### src/rtl/ps2_pkg.sv
// Shared PS/2 definitions: receive FSM states, frame geometry, default timing
// constants and the scan-code prefixes used by the downstream decoder.
package ps2_pkg;

  typedef enum logic [1:0] {
    ST_IDLE   = 2'd0,
    ST_DATA   = 2'd1,
    ST_PARITY = 2'd2,
    ST_STOP   = 2'd3
  } ps2_state_t;

  localparam int PS2_FRAME_BITS  = 11;
  localparam int FILTER_LEN_DEF  = 16;
  localparam int TIMEOUT_CYC_DEF = 100000;

  localparam logic [7:0] SCAN_BREAK    = 8'hF0;
  localparam logic [7:0] SCAN_EXTENDED = 8'hE0;

  // True when the eight data bits plus the parity bit hold an odd number of ones.
  function automatic logic odd_parity_ok(input logic [7:0] data, input logic parity);
    return ^{data, parity};
  endfunction

endpackage

### src/rtl/ps2_line_filter.sv
// Two-flop synchroniser followed by a persistence filter: the output only
// follows the input after FILTER_LEN consecutive differing samples.
module ps2_line_filter
  import ps2_pkg::*;
#(
  parameter int FILTER_LEN = FILTER_LEN_DEF
) (
  input  logic CLOCK_50,
  input  logic RESET_N,
  input  logic raw,
  output logic filtered
);

  localparam int CNT_W = $clog2(FILTER_LEN);
  localparam logic [CNT_W-1:0] CNT_LAST = CNT_W'(FILTER_LEN - 1);

  logic             sync1_reg;
  logic             sync2_reg;
  logic             filt_reg;
  logic [CNT_W-1:0] cnt_reg;

  // Idle PS/2 lines float high, so every stage resets to 1.
  always_ff @(posedge CLOCK_50 or negedge RESET_N) begin
    if (!RESET_N) begin
      sync1_reg <= 1'b1;
      sync2_reg <= 1'b1;
      filt_reg  <= 1'b1;
      cnt_reg   <= '0;
    end else begin
      sync1_reg <= raw;
      sync2_reg <= sync1_reg;
      if (sync2_reg == filt_reg) begin
        cnt_reg <= '0;
      end else if (cnt_reg == CNT_LAST) begin
        filt_reg <= sync2_reg;
        cnt_reg  <= '0;
      end else begin
        cnt_reg <= cnt_reg + CNT_W'(1);
      end
    end
  end

  assign filtered = filt_reg;

endmodule

### src/rtl/ps2_rx_frame.sv
// PS/2 device-to-host receiver: conditions both lines, deserialises 11-bit
// frames on filtered clock falls and reports good codes or error pulses.
module ps2_rx_frame
  import ps2_pkg::*;
#(
  parameter int FILTER_LEN  = FILTER_LEN_DEF,
  parameter int TIMEOUT_CYC = TIMEOUT_CYC_DEF
) (
  input  logic       CLOCK_50,
  input  logic       RESET_N,
  input  logic       PS2_CLK,
  input  logic       PS2_DAT,
  output logic [7:0] SCAN,
  output logic       SCAN_VALID,
  output logic       PARITY_ERR,
  output logic       FRAME_ERR
);

  localparam int TMO_W = $clog2(TIMEOUT_CYC);
  localparam logic [TMO_W-1:0] TMO_LAST = TMO_W'(TIMEOUT_CYC - 1);

  logic [1:0] raw_lines;
  logic [1:0] filt_lines;

  assign raw_lines = {PS2_DAT, PS2_CLK};

  // Identical filters keep clock and data aligned through the same latency.
  for (genvar gi = 0; gi < 2; gi++) begin : g_filter
    ps2_line_filter #(
      .FILTER_LEN(FILTER_LEN)
    ) u_filter (
      .CLOCK_50(CLOCK_50),
      .RESET_N (RESET_N),
      .raw     (raw_lines[gi]),
      .filtered(filt_lines[gi])
    );
  end

  logic clk_filt;
  logic dat_filt;
  logic fall;

  assign clk_filt = filt_lines[0];
  assign dat_filt = filt_lines[1];

  ps2_state_t       state_reg;
  logic [2:0]       bit_idx_reg;
  logic [7:0]       data_reg;
  logic             parity_reg;
  logic [TMO_W-1:0] tmo_reg;
  logic             clk_prev_reg;
  logic [7:0]       scan_reg;
  logic             scan_valid_reg;
  logic             parity_err_reg;
  logic             frame_err_reg;

  assign fall = clk_prev_reg & ~clk_filt;

  always_ff @(posedge CLOCK_50 or negedge RESET_N) begin
    if (!RESET_N) begin
      state_reg      <= ST_IDLE;
      bit_idx_reg    <= '0;
      data_reg       <= '0;
      parity_reg     <= 1'b0;
      tmo_reg        <= '0;
      clk_prev_reg   <= 1'b1;
      scan_reg       <= 8'h00;
      scan_valid_reg <= 1'b0;
      parity_err_reg <= 1'b0;
      frame_err_reg  <= 1'b0;
    end else begin
      clk_prev_reg   <= clk_filt;
      scan_valid_reg <= 1'b0;
      parity_err_reg <= 1'b0;
      frame_err_reg  <= 1'b0;

      if (state_reg == ST_IDLE || fall) begin
        tmo_reg <= '0;
      end else begin
        tmo_reg <= tmo_reg + TMO_W'(1);
      end

      if (state_reg == ST_IDLE) begin
        if (fall && !dat_filt) begin
          state_reg   <= ST_DATA;
          bit_idx_reg <= '0;
        end
      end else if (!fall) begin
        // Device stalled mid-frame: drop the partial frame.
        if (tmo_reg == TMO_LAST) begin
          state_reg     <= ST_IDLE;
          tmo_reg       <= '0;
          frame_err_reg <= 1'b1;
        end
      end else begin
        case (state_reg)
          ST_DATA: begin
            data_reg[bit_idx_reg] <= dat_filt;
            bit_idx_reg           <= bit_idx_reg + 3'd1;
            if (bit_idx_reg == 3'd7) begin
              state_reg <= ST_PARITY;
            end
          end
          ST_PARITY: begin
            parity_reg <= dat_filt;
            state_reg  <= ST_STOP;
          end
          ST_STOP: begin
            state_reg <= ST_IDLE;
            // A bad stop bit takes precedence over a parity failure.
            if (!dat_filt) begin
              frame_err_reg <= 1'b1;
            end else if (!odd_parity_ok(data_reg, parity_reg)) begin
              parity_err_reg <= 1'b1;
            end else begin
              scan_reg       <= data_reg;
              scan_valid_reg <= 1'b1;
            end
          end
          default: state_reg <= ST_IDLE;
        endcase
      end
    end
  end

  assign SCAN       = scan_reg;
  assign SCAN_VALID = scan_valid_reg;
  assign PARITY_ERR = parity_err_reg;
  assign FRAME_ERR  = frame_err_reg;

endmodule

### config.mk
export PLATFORM = sky130hd
export DESIGN_NAME = ps2_rx_frame
export DESIGN_NICKNAME = d
export VERILOG_FILES = /design/src/rtl/ps2_pkg.sv /design/src/rtl/ps2_line_filter.sv /design/src/rtl/ps2_rx_frame.sv
export SDC_FILE = /design/constraint.sdc
export NUM_CORES = 1
export LEC_CHECK = 0
export BUFFER_PORTS_ARGS = -buffer_cell sky130_fd_sc_hd__buf_2
export CORE_MARGIN = 3
export CORE_UTILIZATION = 50
export CTS_BUF_LIST = sky130_fd_sc_hd__clkbuf_8
export DETAILED_ROUTE_END_ITERATION = 16
export PLACE_DENSITY = 0.77
export REMOVE_ABC_BUFFERS = 1
export SETUP_SLACK_MARGIN = 0.02
export SYNTH_ARGS = -nofsm -noshare
export SYNTH_HDL_FRONTEND = slang
export SYNTH_SLANG_ARGS = --single-unit
### constraint.sdc
create_clock -name CLOCK_50 -period 4.8 [get_ports CLOCK_50]
set_input_delay 0.72 -clock CLOCK_50 [delete_from_list [all_inputs] [get_ports CLOCK_50]]
set_output_delay 0.72 -clock CLOCK_50 [all_outputs]
set_load 0.02 [all_outputs]
Word-level counts from Yosys, hierarchy flattened. Index checks and enable logic that the tools add are counted.

Muxes and demuxes: 36. Equality and inequality tests: 11. Bitwise operators: 5. Reduce and logical (&&, ||, !) cells: 16. $lt $le $gt $ge: 2. $add $sub $neg: 4.

Operator list (number): 17-bit 2-to-1 mux (4); 17-bit by 1-bit adder with 17-bit output (second input constant) (1); 17-bit == test (second input constant) (1); 1-bit 2-to-1 mux (16); 4-bit 2-to-1 mux (4); 3-bit 2-to-1 mux (4); 3-bit AND reduction (4); 2-bit 2-to-1 mux (5); 9-bit parity (1); 4-bit by 1-bit adder with 4-bit output (second input constant) (2); 8-bit bitwise mux (1); 4-bit == test (second input constant) (2); 5-bit AND reduction (1); 2-bit == test (second input constant) (2); 3-bit by 4-bit less-than comparator with 1-bit output (second input constant) (1); 4-bit != test (second input constant) (1); 1-bit inverter (4); 2-bit case mux with 2 select lines (1); 2-bit AND reduction (2); 2-bit nonzero test (2); 3-bit by 1-bit adder with 3-bit output (second input constant) (1); 1-bit demux with 3-bit select (1); 3-bit == test (second input constant) (1); 3-bit by 1-bit >= comparator with 1-bit output (second input constant) (1); other kinds (9) (11).

Word-level logic and storage cells: 92. Input port bits: 4. Flip-flop bits (word level): 57. Output and inout bits: 11.

Logic depth before layout (Yosys ltp).
Depth in word-level cells: 7. Mapped depth: 8. Gate-level depth less buffers: 7.

Modules after synthesis. From an unflattened synthesis, not the netlist that was laid out.

Cell total of the unflattened synthesis: 234. Area total of the unflattened synthesis: 2686.3 µm².

By module, submodules not included: ps2_rx_frame (area each 2118.3 µm², times used 1, cells an instance 194, seq. area each 1077.3 µm²); ps2_line_filter (area each 284.0 µm², times used 2, cells an instance 20, seq. area each 178.9 µm²).

Least setup slack after synthesis. Ideal clock, no wire load.

Kind: reg2reg. From: register state_reg[0]. To: register scan_reg[0], in the netlist SCAN[0]. Arrival time: 1.883 ns. Stages on the path, launching flop included: 8. Required time: 4.675 ns. Period minus slack after synthesis: 2.008 ns. Path buffers: 1. Library setup time: 0.125 ns. Setup slack: 2.792 ns. Path through: dfrtp_1 > inv_1 > ha_1 > clkbuf_1 > nor3b_2 > nand4_1 > mux2i_4 > mux2_2.

Word-level cells in the longest chain between the ends: 3. Elaborated cells on any way between the ends: 4. Those cells by class: eq/ne: 1; bitwise: 1; reduce/logical: 2.

RTL lines: from (decl) (line ps2_rx_frame.sv:46) `ps2_state_t state_reg;`; from (signal assigned) (line ps2_rx_frame.sv:61) `state_reg <= ST_IDLE;`; from (signal assigned) (line ps2_rx_frame.sv:85) `state_reg <= ST_DATA;`; from (signal assigned) (line ps2_rx_frame.sv:91) `state_reg <= ST_IDLE;`; 2-bit zero test (line ps2_rx_frame.sv:83) `if (state_reg == ST_IDLE) begin`; 1-bit inverter (no source line); 5-bit AND reduction (no source line) (*); to (signal assigned) (line ps2_rx_frame.sv:116) `scan_reg <= data_reg;`; to (decl) (line ps2_rx_frame.sv:52) `logic [7:0] scan_reg;`.

Mark *: on every way between the ends. The rest lies on a longest branch, timed or not. A chain may end at the register's enable or synchronous reset.

Worst setup path in the final report.
From: register state_reg[0]. To: register scan_reg[3], in the netlist SCAN[3].

The elaborated chain is that of the path after synthesis.

==> results.py <==
metrics = {
    "layout": {
        "largest_register_ffs": 17,
        "fin_nets": 267,
        "finalNonFillerCells": 329,
        "drive_gt1_share_pct": 23.17,
        "n_antenna_cell": 0,
        "area_growth_pct": 11.12,
        "nFillCells": 443,
    },
    "detailed_routing": {
        "drcViolationCount": 0,
        "routedWlPerCell_um": 13.53,
        "antenna_left": 0,
        "firstDrtPassIters": 4,
        "vias": 1720,
        "wirelength_um": 4452,
        "drtIter0Drc": 49,
        "viasPerCell": 5.228,
    },
    "pwr": {
        "power.leakage_nw": 1.335,
        "combPwrFrac_pct": 10.8,
        "p_per_area_mw_per_mm2": 347.3,
        "power.share.clock_pct": 38.7,
        "power.switching_w": 0.0002836,
        "p_int_w": 0.0007540,
        "seq_power_share_pct": 50.5,
        "switching_share_pct": 27.33,
        "ir_worst_vdd_mv": 0.1706,
    },
    "floorplan": {
        "fp-row-count": 26,
        "dieArea_mm2": 0.006293,
        "initial_core_util_pct": 52.31,
        "fp.dieH_um": 79.33,
        "die_w_um": 79.33,
        "core_mm2": 0.005140,
        "pin_count": 15,
    },
    "worst_setup_path": {
        "cp_max_fo": 9,
        "worstSetupPathType": "flop to flop",
        "crit_path_top_delay_cell": "nor3b_2",
        "cp_cell_sequence": "inv_1 -> ha_1 -> nor3b_2 -> nand4_1 -> mux2i_4 -> mux2_2",
        "cp-start-kind": "flop",
        "max_stage_delay_ns": 0.42,
        "cp-end-kind": "flop",
        "rrSetupSlack_ns": 2.53,
        "arrival_ns": 2.49,
        "crit_required_ns": 5.02,
    },
    "run_status": {
        "outcome": "finished clean",
    },
    "logic_synthesis": {
        "synth_warnings": 0,
        "synth_common_cells": "50 x dfrtp_1, 22 x nor2_1, 18 x mux2_2",
        "syn_inst": 238,
        "yosysUniqueCellTypes": 39,
        "syn_area_mm2": 0.002689,
        "ys_ff_latch": 57,
        "synth_top_area_cell": "dfrtp_1",
        "async_flop_share_pct": 100.0,
        "yosysMostFrequentCell": "dfrtp_1",
        "synth-edff-count": 0,
        "synthFlopType": "dfrtp_1",
        "synth_top_area_share_pct": 46.53,
        "avgSynthCellArea_um2": 11.30,
        "synthTopCellsByArea": "dfrtp_1 47%, mux2_2 7.5%, dfstp_2 6.8%",
        "seq_area_frac_synth_pct": 53.37,
    },
    "global_route": {
        "antenna_found_initial": 0,
        "grt_max_degree": 58,
        "grt_pass1_wl_um": 7348,
        "grt_use_total_pct": 15.64,
        "overflow": 0,
        "grt_pass1_vias": 1644,
    },
    "timing": {
        "fin_ws_ns": 2.526,
        "setup_tns_ns": 0,
        "period_minus_slack_ns": 2.274,
        "worstMarginPinSlew_ns": 0.6943,
        "setup_viol": 0,
        "fin_crit_sh_pct": 47.37,
        "slew_violations": 0,
        "skew_ns": 0.005907,
        "relSlewSlack_pct": 53.71,
        "fmax_mhz": 439.8,
        "rsz0062_at_grt": "false",
        "whs_ns": 0.3551,
        "hold_viol": 0,
    },
    "placed_design": {
        "dp_slack_ns": 2.574,
        "hpwl_um": 2849,
        "portBuffers": 14,
        "placedCellCount": 313,
        "gp_congestion": 0.7993,
    },
    "clock_tree": {
        "cts_sinks": 57,
        "cts_tree": "yes",
        "cts_setup_buffers": 0,
        "htreeDepth": 3,
        "cts_max_path_buffers": 2,
        "clkSlewWorstSetupHoldPaths_ns": 0.06,
        "ctsRootBufferMaster": "clkbuf_8",
        "cts_buffers": 9,
        "clock_latency_ns": 0.34,
        "ctsHoldBuffers": 0,
        "cts_resized": 0,
    },
    "worst_hold_path": {
        "min_path_type": "flop to flop",
    },
    "flow_run": {
        "cap_violations": 0,
    },
}
## layout by cell type (no fill, tap or decap), drive strengths merged, types with 3 or more instances in the layout
master	instances
clkinv	3
and4	3
a21oi	7
nand3b	5
buf	15
dfstp	7
xnor2	17
nand3	11
nor2b	6
xor2	9
dfrtp	50
ha	9
inv	7
nor2	22
clkbuf	11
and3	3
mux2	18
o21ai	9
nand4	7
nor3b	3
nand2	16
## logic make-up (layout without fill, tap and decap cells)
kind of cell | after synthesis | count (layout) | share of synthesized area (%)
adders and majority gates | 9 | 9 | 4.188
muxes | 20 | 20 | 8.748
buffers and inverters | 17 | 38 | 2.745
DFF | 57 | 57 | 53.37
xor gates and xnor gates | 26 | 26 | 8.748
and+or+nand+nor | 88 | 88 | 17.78
AOI/OAI and AO/OA | 21 | 21 | 4.421
## worst max-delay path, delay by kind of cell (launching register included)
kind | cells | cell delay (ns)
muxes | 2 | 0.74
and+or+nand+nor | 2 | 0.62
DFF | 1 | 0.38
adders and majority gates | 1 | 0.31
buffers and inverters | 1 | 0.10
## metal layers
layer  track usage (%)  routed length (um)
met3             4.082                 165
met1             18.44                2033
met4             12.20                 160
met5                 0                   0
met2             24.16                2092
## area by class of cell
class / instances / area (um2) / area share, %
sequential: 57 / 1435 / 48.03
multi-input combinational: 164 / 1180 / 39.49
clock buffer: 11 / 151.4 / 5.067
tap: 70 / 87.58 / 2.931
timing repair buffer: 15 / 77.57 / 2.596
clock inverter: 5 / 30.03 / 1.005
inverter: 7 / 26.28 / 0.8794
## power groups by stage
| stage | Sequential [W] | Combinational [W] | Clock, W |
|---|---|---|---|
| detailed placement | 0.000532 | 0.000114 | 0 |
| floorplan | 0.000528 | 0.0000835 | 0 |
| global placement | 0.000530 | 0.000111 | 0 |
| finish | 0.000524 | 0.000112 | 0.000401 |
| CTS | 0.000523 | 0.000115 | 0.000416 |
| global route | 0.000526 | 0.000131 | 0.000439 |
## stage by stage
stage	total power (W)	utilization, %	cell area [um2]
finish	0.001038	58.13	2988
global placement	0.0006412	54.60	2806
floorplan	0.0006114	-	2641
detailed placement	0.0006459	54.60	2806
global route	0.001097	58.13	2988
CTS	0.001055	58.13	2988
## worst paths after layout
kind,start,to,cells past startpoint
setup / recovery,state_reg[0]$_DFFE_PN0P_,SCAN[3]$_DFFE_PN0P_,6
hold / removal,g_filter[0].u_filter.sync1_reg$_DFF_PN1_,g_filter[0].u_filter.sync2_reg$_DFF_PN1_,0
setup reg to reg,state_reg[0]$_DFFE_PN0P_,SCAN[3]$_DFFE_PN0P_,6
hold reg to reg,g_filter[0].u_filter.sync1_reg$_DFF_PN1_,g_filter[0].u_filter.sync2_reg$_DFF_PN1_,0
max in group asynchronous,RESET_N,state_reg[1]$_DFFE_PN0P_,2
min in group asynchronous,RESET_N,g_filter[1].u_filter.cnt_reg[0]$_DFF_PN0_,2
Note: power is estimated with default switching activity, not from simulation.
